===== config.mk =====
export PLATFORM = sky130hd
export DESIGN_NAME = axi_refill_ctl_flat
export DESIGN_NICKNAME = d
export VERILOG_FILES = /design/src/rtl/axi_refill_if.sv /design/src/rtl/axi_refill_ctl.sv /design/src/flat_wrapper.sv
export SDC_FILE = /design/constraint.sdc
export NUM_CORES = 1
export LEC_CHECK = 0
export CAP_MARGIN = 30
export CORE_MARGIN = 2
export CORE_UTILIZATION = 38
export CTS_CLUSTER_DIAMETER = 100
export DETAILED_ROUTE_END_ITERATION = 8
export PLACE_DENSITY_LB_ADDON = 0.12
export SLEW_MARGIN = 20
export SYNTH_ARGS = -nofsm -noshare
export SYNTH_HDL_FRONTEND = slang
export SYNTH_SLANG_ARGS = --single-unit
export TNS_END_PERCENT = 30

===== constraint.sdc =====
create_clock -name clk -period 21 [get_ports clk]
set_input_delay 5.25 -clock clk [delete_from_list [all_inputs] [get_ports clk]]
set_output_delay 5.25 -clock clk [all_outputs]
set_load 0.02 [all_outputs]

===== src/rtl/axi_refill_if.sv =====
// Bundle between the icache refill port, the refill controller and the AXI read channels.
// Valid/ready: a transfer happens on a rising edge where valid and ready are both 1; valid must not drop while ready is 0.
interface axi_refill_if #(
  parameter int LINE_BYTES = 64,
  parameter int DATA_W     = 64
);
  localparam int IDX_W = $clog2(LINE_BYTES * 8);

  logic              cache_req;
  logic [63:0]       cache_req_addr;
  logic [IDX_W-1:0]  cache_fifo_idx;
  logic              cache_fifo_done;
  logic              cache_done;
  logic [DATA_W-1:0] cache_data_o;
  logic              cache_err;

  logic [63:0]       m_araddr;
  logic [7:0]        m_arlen;
  logic [2:0]        m_arsize;
  logic [1:0]        m_arburst;
  logic              m_arvalid;
  logic              m_arready;
  logic [DATA_W-1:0] m_rdata;
  logic [1:0]        m_rresp;
  logic              m_rlast;
  logic              m_rvalid;
  logic              m_rready;

  modport master (
    input  cache_req, cache_req_addr, cache_fifo_idx, cache_fifo_done,
    output cache_done, cache_data_o, cache_err,
    output m_araddr, m_arlen, m_arsize, m_arburst, m_arvalid,
    input  m_arready,
    input  m_rdata, m_rresp, m_rlast, m_rvalid,
    output m_rready
  );

  modport slave (
    output cache_req, cache_req_addr, cache_fifo_idx, cache_fifo_done,
    input  cache_done, cache_data_o, cache_err,
    input  m_araddr, m_arlen, m_arsize, m_arburst, m_arvalid,
    output m_arready,
    output m_rdata, m_rresp, m_rlast, m_rvalid,
    input  m_rready
  );
endinterface


===== src/rtl/axi_refill_ctl.sv =====
// icache line-refill controller: one AXI4 INCR burst per line into a local buffer,
// then beats are served to the cache by index until the cache releases the line.
module axi_refill_ctl #(
  parameter int LINE_BYTES = 64,
  parameter int DATA_W     = 64
) (
  input  logic               clk,
  input  logic               rst,
  axi_refill_if.master       bus,
  output logic [1:0]         dbg_state
);
  localparam int BEATS  = LINE_BYTES * 8 / DATA_W;
  localparam int BEAT_W = $clog2(BEATS);
  localparam int OFF_W  = $clog2(DATA_W);
  localparam logic [BEAT_W-1:0] LAST_BEAT = BEAT_W'(BEATS - 1);
  localparam logic [63:0] LINE_MASK = 64'(LINE_BYTES - 1);

  typedef enum logic [1:0] {
    IDLE = 2'd0,
    ADDR = 2'd1,
    DATA = 2'd2,
    DONE = 2'd3
  } state_t;

  state_t              state_q, state_d;
  logic [63:0]         araddr_q;
  logic                arvalid_q;
  logic                rready_q;
  logic                done_q;
  logic                err_q;
  logic [BEAT_W-1:0]   beat_cnt_q;
  logic [DATA_W-1:0]   line_buf [BEATS];

  logic take_req, ar_hs, r_hs, beat_bad, fill_done, release_line;
  logic [BEAT_W-1:0] beat_sel;

  always_comb begin
    state_d      = state_q;
    take_req     = 1'b0;
    ar_hs        = 1'b0;
    r_hs         = 1'b0;
    beat_bad     = 1'b0;
    fill_done    = 1'b0;
    release_line = 1'b0;
    case (state_q)
      IDLE: begin
        // fifo_done must be low so a release cycle is never mistaken for a new request
        if (bus.cache_req && !bus.cache_fifo_done) begin
          take_req = 1'b1;
          state_d  = ADDR;
        end
      end
      ADDR: begin
        if (arvalid_q && bus.m_arready) begin
          ar_hs   = 1'b1;
          state_d = DATA;
        end
      end
      DATA: begin
        if (bus.m_rvalid && rready_q) begin
          r_hs     = 1'b1;
          beat_bad = (bus.m_rresp != 2'b00) ||
                     (bus.m_rlast != (beat_cnt_q == LAST_BEAT));
          // The beat count, not rlast, decides when the line is complete
          if (beat_cnt_q == LAST_BEAT) begin
            fill_done = 1'b1;
            state_d   = DONE;
          end
        end
      end
      DONE: begin
        if (bus.cache_fifo_done) begin
          release_line = 1'b1;
          state_d      = IDLE;
        end
      end
      default: state_d = IDLE;
    endcase
  end

  always_ff @(posedge clk or posedge rst) begin
    if (rst) begin
      state_q    <= IDLE;
      araddr_q   <= '0;
      arvalid_q  <= 1'b0;
      rready_q   <= 1'b0;
      done_q     <= 1'b0;
      err_q      <= 1'b0;
      beat_cnt_q <= '0;
      for (int i = 0; i < BEATS; i++) line_buf[i] <= '0;
    end else begin
      state_q <= state_d;
      if (take_req) begin
        araddr_q   <= bus.cache_req_addr & ~LINE_MASK;
        arvalid_q  <= 1'b1;
        err_q      <= 1'b0;
        beat_cnt_q <= '0;
      end
      if (ar_hs) begin
        arvalid_q <= 1'b0;
        rready_q  <= 1'b1;
      end
      if (r_hs) begin
        line_buf[beat_cnt_q] <= bus.m_rdata;
        beat_cnt_q           <= beat_cnt_q + 1'b1;
        if (beat_bad) err_q <= 1'b1;
      end
      if (fill_done) begin
        rready_q <= 1'b0;
        done_q   <= 1'b1;
      end
      if (release_line) done_q <= 1'b0;
    end
  end

  // cache_fifo_idx is a bit offset; dropping the in-beat offset leaves the beat number
  assign beat_sel = BEAT_W'(bus.cache_fifo_idx >> OFF_W);

  assign bus.cache_done   = done_q;
  assign bus.cache_err    = err_q;
  assign bus.cache_data_o = line_buf[beat_sel];
  assign bus.m_araddr     = araddr_q;
  assign bus.m_arlen      = 8'(BEATS - 1);
  assign bus.m_arsize     = 3'($clog2(DATA_W / 8));
  assign bus.m_arburst    = 2'b01;
  assign bus.m_arvalid    = arvalid_q;
  assign bus.m_rready     = rready_q;
  assign dbg_state        = state_q;
endmodule


===== src/flat_wrapper.sv =====
// flat-port wrapper written by rule: the top's interface ports become plain ports
module axi_refill_ctl_flat 
#(
  parameter int LINE_BYTES = 64,
  parameter int DATA_W     = 64
)
  (clk, rst, dbg_state, bus_cache_req, bus_cache_req_addr, bus_cache_fifo_idx, bus_cache_fifo_done, bus_cache_done, bus_cache_data_o, bus_cache_err, bus_m_araddr, bus_m_arlen, bus_m_arsize, bus_m_arburst, bus_m_arvalid, bus_m_arready, bus_m_rdata, bus_m_rresp, bus_m_rlast, bus_m_rvalid, bus_m_rready);
  axi_refill_if #(.LINE_BYTES(LINE_BYTES), .DATA_W(DATA_W)) bus_i ();
  input  logic clk;
  input  logic rst;
  output logic [1:0] dbg_state;
  input wire logic [$bits(bus_i.cache_req)-1:0] bus_cache_req;
  input wire logic [$bits(bus_i.cache_req_addr)-1:0] bus_cache_req_addr;
  input wire logic [$bits(bus_i.cache_fifo_idx)-1:0] bus_cache_fifo_idx;
  input wire logic [$bits(bus_i.cache_fifo_done)-1:0] bus_cache_fifo_done;
  output wire logic [$bits(bus_i.cache_done)-1:0] bus_cache_done;
  output wire logic [$bits(bus_i.cache_data_o)-1:0] bus_cache_data_o;
  output wire logic [$bits(bus_i.cache_err)-1:0] bus_cache_err;
  output wire logic [$bits(bus_i.m_araddr)-1:0] bus_m_araddr;
  output wire logic [$bits(bus_i.m_arlen)-1:0] bus_m_arlen;
  output wire logic [$bits(bus_i.m_arsize)-1:0] bus_m_arsize;
  output wire logic [$bits(bus_i.m_arburst)-1:0] bus_m_arburst;
  output wire logic [$bits(bus_i.m_arvalid)-1:0] bus_m_arvalid;
  input wire logic [$bits(bus_i.m_arready)-1:0] bus_m_arready;
  input wire logic [$bits(bus_i.m_rdata)-1:0] bus_m_rdata;
  input wire logic [$bits(bus_i.m_rresp)-1:0] bus_m_rresp;
  input wire logic [$bits(bus_i.m_rlast)-1:0] bus_m_rlast;
  input wire logic [$bits(bus_i.m_rvalid)-1:0] bus_m_rvalid;
  output wire logic [$bits(bus_i.m_rready)-1:0] bus_m_rready;
  assign bus_i.cache_req = bus_cache_req;
  assign bus_i.cache_req_addr = bus_cache_req_addr;
  assign bus_i.cache_fifo_idx = bus_cache_fifo_idx;
  assign bus_i.cache_fifo_done = bus_cache_fifo_done;
  assign bus_cache_done = bus_i.cache_done;
  assign bus_cache_data_o = bus_i.cache_data_o;
  assign bus_cache_err = bus_i.cache_err;
  assign bus_m_araddr = bus_i.m_araddr;
  assign bus_m_arlen = bus_i.m_arlen;
  assign bus_m_arsize = bus_i.m_arsize;
  assign bus_m_arburst = bus_i.m_arburst;
  assign bus_m_arvalid = bus_i.m_arvalid;
  assign bus_i.m_arready = bus_m_arready;
  assign bus_i.m_rdata = bus_m_rdata;
  assign bus_i.m_rresp = bus_m_rresp;
  assign bus_i.m_rlast = bus_m_rlast;
  assign bus_i.m_rvalid = bus_m_rvalid;
  assign bus_m_rready = bus_i.m_rready;
  axi_refill_ctl #(.LINE_BYTES(LINE_BYTES), .DATA_W(DATA_W)) u_core (.clk(clk), .rst(rst), .bus(bus_i), .dbg_state(dbg_state));
endmodule

==> flow_summary_export.csv <==
group,metric,value,unit
detailed_routing,wl_met3,2630,microns
yosys,yosysUniqueCellTypes,34,
placed_design,post-dp-hpwl,34000,microns
worst_hold_path,min_delay_path_depth,1,
finish,area_growth_syn_to_layout,22.2,%
clock_tree,tritoncts,"built",
yosys,synth_common_cells,"mux2_2, dfrtp_1, mux4_2",
detailed_routing,routed_via_density,5.21,
die,die_height,263,microns
grt,grt_pass1_wl,91900,microns
yosys,synth.most_common_cell,"mux2_2",
clock_tree,clk_latency,580,ps
placed_design,numPortBuffers,261,
worst_setup_path,worst_path_max_delay_cell,"buf_4",
detailed_routing,drtIter0Drc,628,
die,core_area,66900,sq um
timing,worst_pin_slew,916,ps
grt,gr-total-overflow,0,
clock_tree,postCtsSetupRepairBufs,0,
yosys,synth.top_cell.area_share,56.7,%
worst_setup_path,max_stage_delay,840,ps
yosys,ys_seq_area_share,56.7,%
job,maxCapViolCount,0,
clock_tree,cts_max_level,3,
timing,setup_viol,0,
finish,design_area,31200,sq um
power_and_ir_drop,leakage,15.0,nW
die,die_area,69400,sq um
clock_tree,cts-root-buf,"clkbuf_16",
clock_tree,cts_hold_buf,0,
outcome,status,"complete, no violations",
power_and_ir_drop,ir_drop,0.0000494,V
die,io_pins,293,
yosys,synth_seq_cells,579,
worst_setup_path,worstPathArrival,8950,ps
power_and_ir_drop,power.density,76.1,nW/um^2
worst_setup_path,worstPathCellList,"clkbuf_8 > buf_4 > buf_4 > mux4_2 > mux2_2 > clkdlybuf4s50_1",
timing,fin_crit,14200,ps
detailed_routing,vias,14026,
clock_tree,clk_pin_slew,50,ps
detailed_routing,post_drt_wl_per_cell,21.8,microns
detailed_routing,top_layer,"met5",
grt,grt_pass1_vias,15311,
timing,hold_violations,0,
clock_tree,clock_path_buffers,3,
yosys,syn_avg_cell_area,17.0,sq um
grt,grt_max_degree,189,
worst_setup_path,start_kind,"primary input",
detailed_routing,met1_length,26300,microns
yosys,synth_cells,1506,
detailed_routing,wl,58800,microns
clock_tree,cts_made_buffers,68,
die,start_util,38.2,%
worst_setup_path,cp-end-kind,"output pin",
worst_setup_path,worst_ep_required_time,15750,ps
grt,grt_usage,17.2,%
detailed_routing,ant_nets,0,
worst_setup_path,crit_fanout,56,
worst_setup_path,critical_path.most_common_cell,"buf_4",
timing,rsz0062_at_grt,"false",
die,rows,95,
detailed_routing,dr_wl_met2,28700,microns
finish,final_nets,1922,
yosys,netlist_area,25600,sq um
worst_hold_path,hold_class,"reg -> reg",
timing,clock_skew,19.0,ps
timing,fin_setup_tns,0,ps
yosys,synth-edff-count,0,
placed_design,placed_area,28900,sq um
placed_design,gp_congestion,0.684,
clock_tree,ctsResizeCount,0,
worst_setup_path,critical_path_buf_inv_count,4,
yosys,ys.flop_type,"dfrtp_1",
worst_setup_path,cpLargestDelayFamily,"buffers and inverters",
detailed_routing,drcViolationCount,0,
yosys,synth_top_area_cell,"dfrtp_1",
timing,hold_slack,481,ps
timing,max_slew_margin,38.9,%
finish,drive_gt1_share,48.6,%
die,die_w,263,microns
power_and_ir_drop,power,2.38,mW
clock_tree,cts.sinks,579,
worst_setup_path,path_class,"in -> out",
worst_setup_path,rr_worst_depth,6,
yosys,synthArstFlopShare,100,%
timing,max_freq,70.4,MHz
worst_setup_path,cp.depth,6,
detailed_routing,dr.pass1.iters,4,
timing,final.period_utilization,67.6,%
finish,fill_cells,5801,
timing,finalMaxSlewViolations,0,
yosys,yosysWarnings,0,
yosys,yosys-top-cells-area,"dfrtp_1, mux2_2, mux4_2",
grt,antenna_found_initial,3,
## state kept, by name (all words and copies together) (netlist names)
register / flops
u_core.line_buf: 512
u_core.bus.cache_err: 1
u_core.bus.m_araddr: 58
u_core.bus.m_rready: 1
u_core.bus.m_arvalid: 1
u_core.beat_cnt_q: 3
u_core.bus.cache_done: 1
u_core.dbg_state: 2
## routing by layer
| layer | global-route usage [%] | up-vias |
|---|---|---|
| li1 | - | 6122 |
| met1 | 23.0 | 7576 |
| met2 | 28.4 | 231 |
| met3 | 4.17 | 91 |
| met4 | 4.02 | 6 |
| met5 | 0 | - |
## worst paths after layout
path                                        from                    to  slack (ps)
max reg2reg                  u_core.dbg_state[0]  u_core.line_buf[456]       17930
min reg2reg                 u_core.line_buf[180]  u_core.line_buf[180]         480
min in group asynchronous                    rst   u_core.line_buf[56]        5140
max                        bus_cache_fifo_idx[6]   bus_cache_data_o[0]        6800
min                         u_core.line_buf[180]  u_core.line_buf[180]         480
max in group asynchronous                    rst   u_core.line_buf[28]       13850
## power breakdown
part | total, mW | switching (mW) | internal [mW]
clock | 1.17 | 0.447 | 0.720
combinational | 0.0939 | 0.0575 | 0.0364
sequential | 1.12 | 0 | 1.12
## through the flow
step,setup WS (ps),util [%],cells
floorplan,7860,-,1523
global route,6450,46.7,2689
CTS,6660,46.6,2687
finish,6800,46.7,2694
global placement,6660,43.2,2569
detailed placement,6660,43.2,2570
## kinds of logic after synthesis
| kind of cell | count (synthesis) | share of synthesized area [%] |
|---|---|---|
| flops | 579 | 56.7 |
| fa+ha+maj | 7 | 0.343 |
| buf+inv | 115 | 2.67 |
| compound gates | 11 | 0.284 |
| other cells | 2 | 0.0294 |
| simple gates | 28 | 0.724 |
| xor+xnor | 1 | 0.0343 |
| mux | 763 | 39.2 |
## layout make-up
| class | instances | area (sq um) | share of cell area, % |
|---|---|---|---|
| clock inverter | 5 | 50.0 | 0.160 |
| timing repair buffer | 287 | 2900 | 9.28 |
| tap | 873 | 1090 | 3.50 |
| inverter | 4 | 18.8 | 0.0601 |
| clock buffer | 112 | 2190 | 7.02 |
| multi-input combinational | 829 | 10500 | 33.6 |
| antenna | 5 | 12.5 | 0.0400 |
| sequential | 579 | 14500 | 46.4 |
## cell usage in the layout (no fill, tap or decap), drive strengths merged, types with 4 or more instances in the layout
| master | netlist | routed |
|---|---|---|
| nand2 | 6 | 6 |
| clkdlybuf4s50 | 0 | 258 |
| buf | 85 | 28 |
| nor2 | 5 | 5 |
| diode | 0 | 5 |
| mux2 | 635 | 635 |
| nand3 | 4 | 4 |
| clkbuf | 26 | 113 |
| ha | 7 | 7 |
| mux4 | 128 | 128 |
| conb | 2 | 19 |
| clkinv | 0 | 4 |
| dfrtp | 579 | 579 |
Note: power is estimated with default switching activity, not from simulation.
